## src/rtl/card_datapath.sv

```systemverilog
`default_nettype none
// +----------------------------------------------------------------------------+
// | card_datapath : baccarat hand slots, scores, load checking, rank displays   |
// | Optional: CARD_HEX_EN builds the registered seven-segment rank decode.      |
// | Revision: 1.0                                                               |
// +----------------------------------------------------------------------------+
module card_datapath #(
   parameter int RANK_W    = 4,
   parameter int MAX_CARDS = 6
) (
   input  logic              slow_clock,
   input  logic              resetb,
   input  logic              new_round,
   input  logic [RANK_W-1:0] new_card,
   input  logic              load_pcard1,
   input  logic              load_pcard2,
   input  logic              load_pcard3,
   input  logic              load_dcard1,
   input  logic              load_dcard2,
   input  logic              load_dcard3,
   output logic [3:0]        pscore,
   output logic [3:0]        dscore,
   output logic [3:0]        pcard3,
   output logic [5:0]        loaded,
   output logic [2:0]        cards_dealt,
   output logic              protocol_err,
   output logic [6:0]        hex_p1,
   output logic [6:0]        hex_p2,
   output logic [6:0]        hex_p3,
   output logic [6:0]        hex_d1,
   output logic [6:0]        hex_d2,
   output logic [6:0]        hex_d3
);

   // Slot index order matches the loaded mask: 0..2 = p1..p3, 3..5 = d1..d3
   logic [RANK_W-1:0]    rank_q [MAX_CARDS];
   logic [RANK_W-1:0]    rank_d [MAX_CARDS];
   logic [MAX_CARDS-1:0] loaded_q, loaded_d;
   logic [2:0]           cards_dealt_q, cards_dealt_d;
   logic                 protocol_err_q, protocol_err_d;

   logic [MAX_CARDS-1:0] w_strb;
   logic                 w_valid;

   function automatic logic [3:0] card_val(input logic [RANK_W-1:0] r);
      if (r >= RANK_W'(1) && r <= RANK_W'(9)) return 4'(r);
      return 4'd0;
   endfunction

   function automatic logic [3:0] mod10(input logic [4:0] s);
      if (s >= 5'd20) return 4'(s - 5'd20);
      if (s >= 5'd10) return 4'(s - 5'd10);
      return 4'(s);
   endfunction

   assign w_strb  = {load_dcard3, load_dcard2, load_dcard1,
                     load_pcard3, load_pcard2, load_pcard1};
   assign w_valid = $onehot(w_strb)
                 && (new_card >= RANK_W'(1)) && (new_card <= RANK_W'(13))
                 && ((w_strb & loaded_q) == '0);

   always_comb begin
      rank_d         = rank_q;
      loaded_d       = loaded_q;
      cards_dealt_d  = cards_dealt_q;
      protocol_err_d = protocol_err_q;
      if (new_round) begin
         for (int i = 0; i < MAX_CARDS; i++) rank_d[i] = '0;
         loaded_d      = '0;
         cards_dealt_d = 3'd0;
      end else if (|w_strb) begin
         if (w_valid) begin
            for (int i = 0; i < MAX_CARDS; i++)
               if (w_strb[i]) rank_d[i] = new_card;
            loaded_d      = loaded_q | w_strb;
            cards_dealt_d = cards_dealt_q + 3'd1;
         end else begin
            protocol_err_d = 1'b1;
         end
      end
   end

   always_ff @(posedge slow_clock or negedge resetb) begin
      if (!resetb) begin
         for (int i = 0; i < MAX_CARDS; i++) rank_q[i] <= '0;
         loaded_q       <= '0;
         cards_dealt_q  <= 3'd0;
         protocol_err_q <= 1'b0;
      end else begin
         rank_q         <= rank_d;
         loaded_q       <= loaded_d;
         cards_dealt_q  <= cards_dealt_d;
         protocol_err_q <= protocol_err_d;
      end
   end

   assign pscore       = mod10(5'(card_val(rank_q[0])) + 5'(card_val(rank_q[1]))
                             + 5'(card_val(rank_q[2])));
   assign dscore       = mod10(5'(card_val(rank_q[3])) + 5'(card_val(rank_q[4]))
                             + 5'(card_val(rank_q[5])));
   assign pcard3       = card_val(rank_q[2]);
   assign loaded       = loaded_q;
   assign cards_dealt  = cards_dealt_q;
   assign protocol_err = protocol_err_q;

`ifdef CARD_HEX_EN
   logic [6:0] hex_q [MAX_CARDS];
   logic [6:0] hex_d [MAX_CARDS];

   // Active-low segments, bit order gfedcba
   function automatic logic [6:0] seg_decode(input logic [RANK_W-1:0] r);
      case (r)
         RANK_W'(1):  return 7'h08;
         RANK_W'(2):  return 7'h24;
         RANK_W'(3):  return 7'h30;
         RANK_W'(4):  return 7'h19;
         RANK_W'(5):  return 7'h12;
         RANK_W'(6):  return 7'h02;
         RANK_W'(7):  return 7'h78;
         RANK_W'(8):  return 7'h00;
         RANK_W'(9):  return 7'h10;
         RANK_W'(10): return 7'h40;
         RANK_W'(11): return 7'h61;
         RANK_W'(12): return 7'h18;
         RANK_W'(13): return 7'h09;
         default:     return 7'h7F;
      endcase
   endfunction

   for (genvar g = 0; g < MAX_CARDS; g++) begin : g_hex
      always_comb hex_d[g] = seg_decode(rank_q[g]);

      always_ff @(posedge slow_clock or negedge resetb) begin
         if (!resetb) hex_q[g] <= 7'h7F;
         else         hex_q[g] <= hex_d[g];
      end
   end

   assign hex_p1 = hex_q[0];
   assign hex_p2 = hex_q[1];
   assign hex_p3 = hex_q[2];
   assign hex_d1 = hex_q[3];
   assign hex_d2 = hex_q[4];
   assign hex_d3 = hex_q[5];
`else
   assign hex_p1 = 7'h7F;
   assign hex_p2 = 7'h7F;
   assign hex_p3 = 7'h7F;
   assign hex_d1 = 7'h7F;
   assign hex_d2 = 7'h7F;
   assign hex_d3 = 7'h7F;
`endif

endmodule
`default_nettype wire
```

## config.mk

```make
export PLATFORM = sky130hd
export DESIGN_NAME = card_datapath
export DESIGN_NICKNAME = d
export VERILOG_FILES = /design/src/rtl/card_datapath.sv
export SDC_FILE = /design/constraint.sdc
export NUM_CORES = 1
export LEC_CHECK = 0
export CAP_MARGIN = 30
export CORE_MARGIN = 3
export CORE_UTILIZATION = 44
export DETAILED_ROUTE_END_ITERATION = 6
export PLACE_DENSITY = 0.74
export SYNTH_ARGS = -nofsm -noshare
export SYNTH_HDL_FRONTEND = slang
export SYNTH_SLANG_ARGS = --single-unit
export TNS_END_PERCENT = 20
```

## constraint.sdc

```tcl
create_clock -name slow_clock -period 3.8 [get_ports slow_clock]
set_input_delay 0.38 -clock slow_clock [delete_from_list [all_inputs] [get_ports slow_clock]]
set_output_delay 0.38 -clock slow_clock [all_outputs]
set_load 0.005 [all_outputs]
```

After elaboration in Yosys (flattened, before gate mapping)
Cells that the tools add are included.
Storage, ports and cells
  output and inout port bits: 64
  logic and storage cells: 120
  register bits after elaboration: 34
  bits of input ports: 13
Operators by class
  bitwise gates (word level): 4
  reduce and logical (&&, ||, !) cells: 27
  multiplexer cells: 47
  add/sub/neg operators: 14
  eq/ne operators: 1
  order comparisons: 18
Operators by type and width (count)
  $mux 4: 26
  $mux 24: 3
  $ge 4x1->1 const B: 7
  $le 4x4->1 const B: 7
  $reduce_and 3->1: 7
  $mux 6: 3
  $reduce_bool 2->1: 8
  $mux 1: 12
  $add 4x4->5: 2
  $add 5x4->5: 2
  $ge 5x4->1 const B: 2
  $ge 5x5->1 const B: 2
  $logic_and 1x1->1: 9
  $mux 3: 3
  $sub 4x3->4 const B: 2
  $sub 4x4->4 const B: 2
  $add 1x1->2: 3
  $and 6x6->6: 1
  $logic_not 6->1: 1
  $or 6x6->6: 1
  $reduce_or 6->1: 1
  $add 2x2->3: 1
  $add 3x1->3 const B: 1
  $add 3x2->3: 1
  3 further kinds: 4

Depth between registers and ports, before layout
  word-level depth: 11
  depth in mapped cells: 12
  depth with buffers taken out: 12

Worst setup path after synthesis
No wires, ideal clock.
  path kind: register -> output
  start: register rank_q[15] (netlist bit)
  end: output pscore[3]
  path slack: 0.449 ns
  cell stages (with the launch flop): 12
  data required time: 3.420 ns
  buffers on the path: 0
  arrival: 2.971 ns
  path through: dfrtp_1 nor2b_1 fa_1 ha_1 fa_1 xor2_1 inv_1 ha_1 a211oi_1 mux2_2 nand2_1 o21ai_0
On the way
  longest elaborated chain between the ends: 10
  elaborated cells on any way between the ends: 18
  those cells by class: add/sub: 3; order compare: 4; mux: 10; reduce/logical: 1
Ends and longest elaborated chain
  from (decl): RTL line 36  | logic [RANK_W-1:0] rank_q [MAX_CARDS];
  from (signal assigned): RTL line 90  | rank_q <= rank_d;
  $ge 4x1->1 or $le 4x4->1 (tied branches)
  $logic_and 1x1->1 *
  $mux 1 *
  $mux 4 *
  named net pcard3[1]: RTL line 23  | output logic [3:0] pcard3,
  $add 5x4->5 *: RTL line 98  | + 5'(card_val(rank_q[2])));
  $sub 4x3->4 or $ge 5x4->1 (tied branches): RTL line 51, 52
  $mux 4 or $mux 1 (tied branches): RTL line 51, 52
  $mux 4 or $mux 1 (tied branches): RTL line 52  | if (s >= 5'd10) return 4'(s - 5'd10);
  $mux 4: RTL line 53  | return 4'(s);
  $mux 4 *: RTL line 52
  to (decl): RTL line 21  | output logic [3:0] pscore,
Mark *: on every way through the listed nets, which the timed path passes. The rest lies on a longest branch. The select of a mux whose other input is x is not followed.

Worst setup path in the final report
  start: register rank_q[9] (netlist bit)
  end: output dscore[2]
On the way
  longest elaborated chain between the ends: 11
  elaborated cells on any way between the ends: 19
  those cells by class: add/sub: 4; order compare: 4; mux: 10; reduce/logical: 1
Ends and longest elaborated chain
  $ge 4x1->1 or $le 4x4->1 (tied branches): RTL line 46  | if (r >= RANK_W'(1) && r <= RANK_W'(9)) return 4'(r);
  $logic_and 1x1->1: RTL line 46
  $mux 1: RTL line 46
  $mux 4 *: RTL line 47  | return 4'd0;
  $add 4x4->5 *: RTL line 99  | assign dscore = mod10(5'(card_val(rank_q[3])) + 5'(card_val(rank_q[4]))
  $add 5x4->5 *: RTL line 100  | + 5'(card_val(rank_q[5])));
  $sub 4x3->4 or $ge 5x4->1 (tied branches): RTL line 51, 52
  $mux 4 or $mux 1 (tied branches): RTL line 51, 52
  $mux 4 or $mux 1 (tied branches): RTL line 52
  $mux 4: RTL line 53
  $mux 4 *: RTL line 52
  to (decl): RTL line 22  | output logic [3:0] dscore,
Every way passes the cells marked *; elsewhere a longest branch is shown, timed or not. The select of a mux whose other input is x is not followed.

==> metrics.txt <==
status finished, violations left; failing checks negative setup slack; htree depth 2; GRT Total Usage 0.158; crit share post-route 1.02; final net count 398; Layout area overhead 22.8%; vias per inst between 4 and 5; reg-to-reg startpoint loaded[4]; Core Box Area 6060 sq um; Setup crit start rank_q[9]; cts hold-fix bufs 0; Starting Density 0.464; critical path peak fanout 4; Final Max Tran Viols 0; Slew @ Worst Pin 0.603 ns; clock tree from TritonCTS built; Root Buffer Master clkbuf_8; Clock Sinks 34; proportion of layout cells with a drive suffix above 1 0.196; CTS clk-pin slew, worst paths 0.07 ns; Critical Path RT 3.42 ns; reg-to-reg endpoint rank_q[3]; final hold vios 0; pin count of the biggest net entering global routing 35; fin crit period between 3 and 4 ns; iteration-0 DRC count of the detailed router 85; Syn. warnings 0; Max transition margin 0.597; first-pass GRT wire length 9.52 mm; Congestion Overflow GR 0; reg2reg path depth 6; Critical Path End dscore[2]; Hold Crit Class flip-flop to flip-flop; Worst EP arrival 3.50 ns; Max-cap violations 0; Hold Slack 0.482 ns; Leak Pwr between 0.0015 and 0.002 uW; Mean Syn Cell Area 9.45 sq um; Async SR Flop Fraction 1.00; clock tree buffer depth 2; routed wire length 5.63 mm; buffers added on ports 34; #FFs+latches synth 34; Num CTS Buffers 5; DP Wirelength 4.05 mm; critical setup path kind flip-flop to output port; EDFF count, synth 0; Die Height around 86 um; Mapped Cells 298; die width 86.0 um; Syn Std Cell Area 2820 sq um; row count 28; Critical Path End Type output port; later-pin clock latency in the skew report 0.28 ns; Top FF cell, synth dfrtp_1; R2R Setup Slk 1.91 ns; skew final roughly 0.0055 ns; vias in the first global route 2,084; dpl cells 413; ANT cells 0; num ports just under 80; Power Density between 300 and 400 nW/um^2; Seq/Total Area, Yosys 0.302; hold path cells 1; via count 2,112; fmax 258 MHz; die area 7390 sq um; routed length per instance 13.0 um; antenna violations before repair 0; drt drc 0; fin cells 432; Setup crit start kind flip-flop; post-route antenna net violation count 0; Final GP Congestion 0.833; Pre-antenna DRT Iters 4; RSZ-0062 raised after global routing true; final worst slack -0.0755 ns; peak supply drop 0.394 mV; # setup viols final 2; number of distinct library cells after synthesis 42
cell usage after synthesis, types with 3 or more instances:
master,instances,area share
buf_4,42,0.11
dfrtp_1,34,0.30
nor2_1,34,0.045
inv_1,25,0.033
mux2i_1,25,0.089
ha_1,15,0.067
nor2b_1,15,0.033
a21oi_1,13,0.023
fa_1,13,0.092
o21ai_0,10,0.018
and2_1,6,0.013
clkbuf_1,6,0.0080
nand2_1,6,0.0080
nor3b_1,6,0.016
xor2_1,5,0.016
nand3_1,4,0.0071
nand3_2,4,0.014
a211oi_1,3,0.0080
nand2b_1,3,0.0067
area by class of cell:
type / instances / area (sq um)
inverter: 25 / 93.8
clock inverter: 1 / 30.0
fill: 541 / 2610
clock buffer: 6 / 82.6
tap: 75 / 93.8
sequential: 34 / 851
multi-input combinational: 231 / 1780
timing repair buffer: 60 / 529
power breakdown:
part           internal (uW)  switching, uW
combinational            248            239
sequential               388           22.6
clock                    210            123
how the worst min path moves through the flow:
| stage | startpoint | to | slack (ns) |
|---|---|---|---|
| finish | protocol_err | protocol_err | 0.48 |
| global route | protocol_err | protocol_err | 0.51 |
| CTS | protocol_err | protocol_err | 0.49 |
| detailed placement | protocol_err | protocol_err | 0.46 |
| global placement | protocol_err | protocol_err | 0.46 |
| floorplan | resetb | cards_dealt[0] | 0.08 |
registers in the layout, summed over array words and instances, names as in the netlist:
name and count:
loaded 6, protocol_err 1, rank_q 24, cards_dealt 3
per-stage QoR:
step | util | cell area, sq um | setup slack (ns) | power, uW | setup TNS, ns
finish | 0.570 | 3460 | -0.0755 | 1230 | -0.133
CTS | 0.559 | 3390 | -0.148 | 1220 | -0.472
global route | 0.570 | 3460 | -0.247 | 1310 | -0.704
global placement | 0.523 | 3170 | 0.0714 | 832 | 0
detailed placement | 0.523 | 3170 | -0.0319 | 846 | -0.0756
floorplan | - | 2970 | 0.449 | 707 | 0
repair_timing:
item | 4_1_cts | 5_1_grt
pin swaps | 8 | 9
gates resized for setup | 23 | 15
setup endpoints to repair | 6 | 6
setup buffers | 7 | 5
gates cloned | 0 | 0
worst max-delay path, cell delays in order (launching register included):
cell and delay [ns]:
dfrtp_1 0.41, nor2b_1 0.16, fa_1 0.48, ha_2 0.20, fa_2 0.53, inv_1 0.07
ha_1 0.20, nand2b_1 0.12, a21oi_2 0.07, a311oi_2 0.24, buf_4 0.17, a21boi_1 0.05
o31a_1 0.27, dlygate4sd2_1 0.26
cell families (layout without fill, tap and decap cells):
group | count (synthesis) | after routing | synth area share
and+or+nand+nor | 87 | 87 | 0.171
muxes | 27 | 27 | 0.0969
other | 1 | 42 | 0.00133
adders and majority gates | 28 | 28 | 0.159
AOI/OAI and AO/OA | 40 | 40 | 0.0933
xor gates and xnor gates | 7 | 7 | 0.0218
DFF | 34 | 34 | 0.302
buffers and inverters | 74 | 92 | 0.155
layout by cell type (no fill, tap or decap), types with 10 or more instances in the layout:
cell             Yosys  final
nor2_1              34     34
ha_1                15     12
conb_1               1     42
fa_1                13     10
buf_4               42     26
clkdlybuf4s50_1      0     29
dfrtp_1             34     34
nor2b_1             15     10
mux2i_1             25     25
inv_1               25     24
a21oi_1             13     11
metal layers:
metal | vias up | track usage | wire, um
met5 | - | 0 | 0
met4 | 0 | 0.0518 | 67
met3 | 8 | 0.0317 | 291
met2 | 74 | 0.277 | 2820
met1 | 1005 | 0.193 | 2450
li1 | 1025 | - | -
Power figures use the tool's default switching activity.
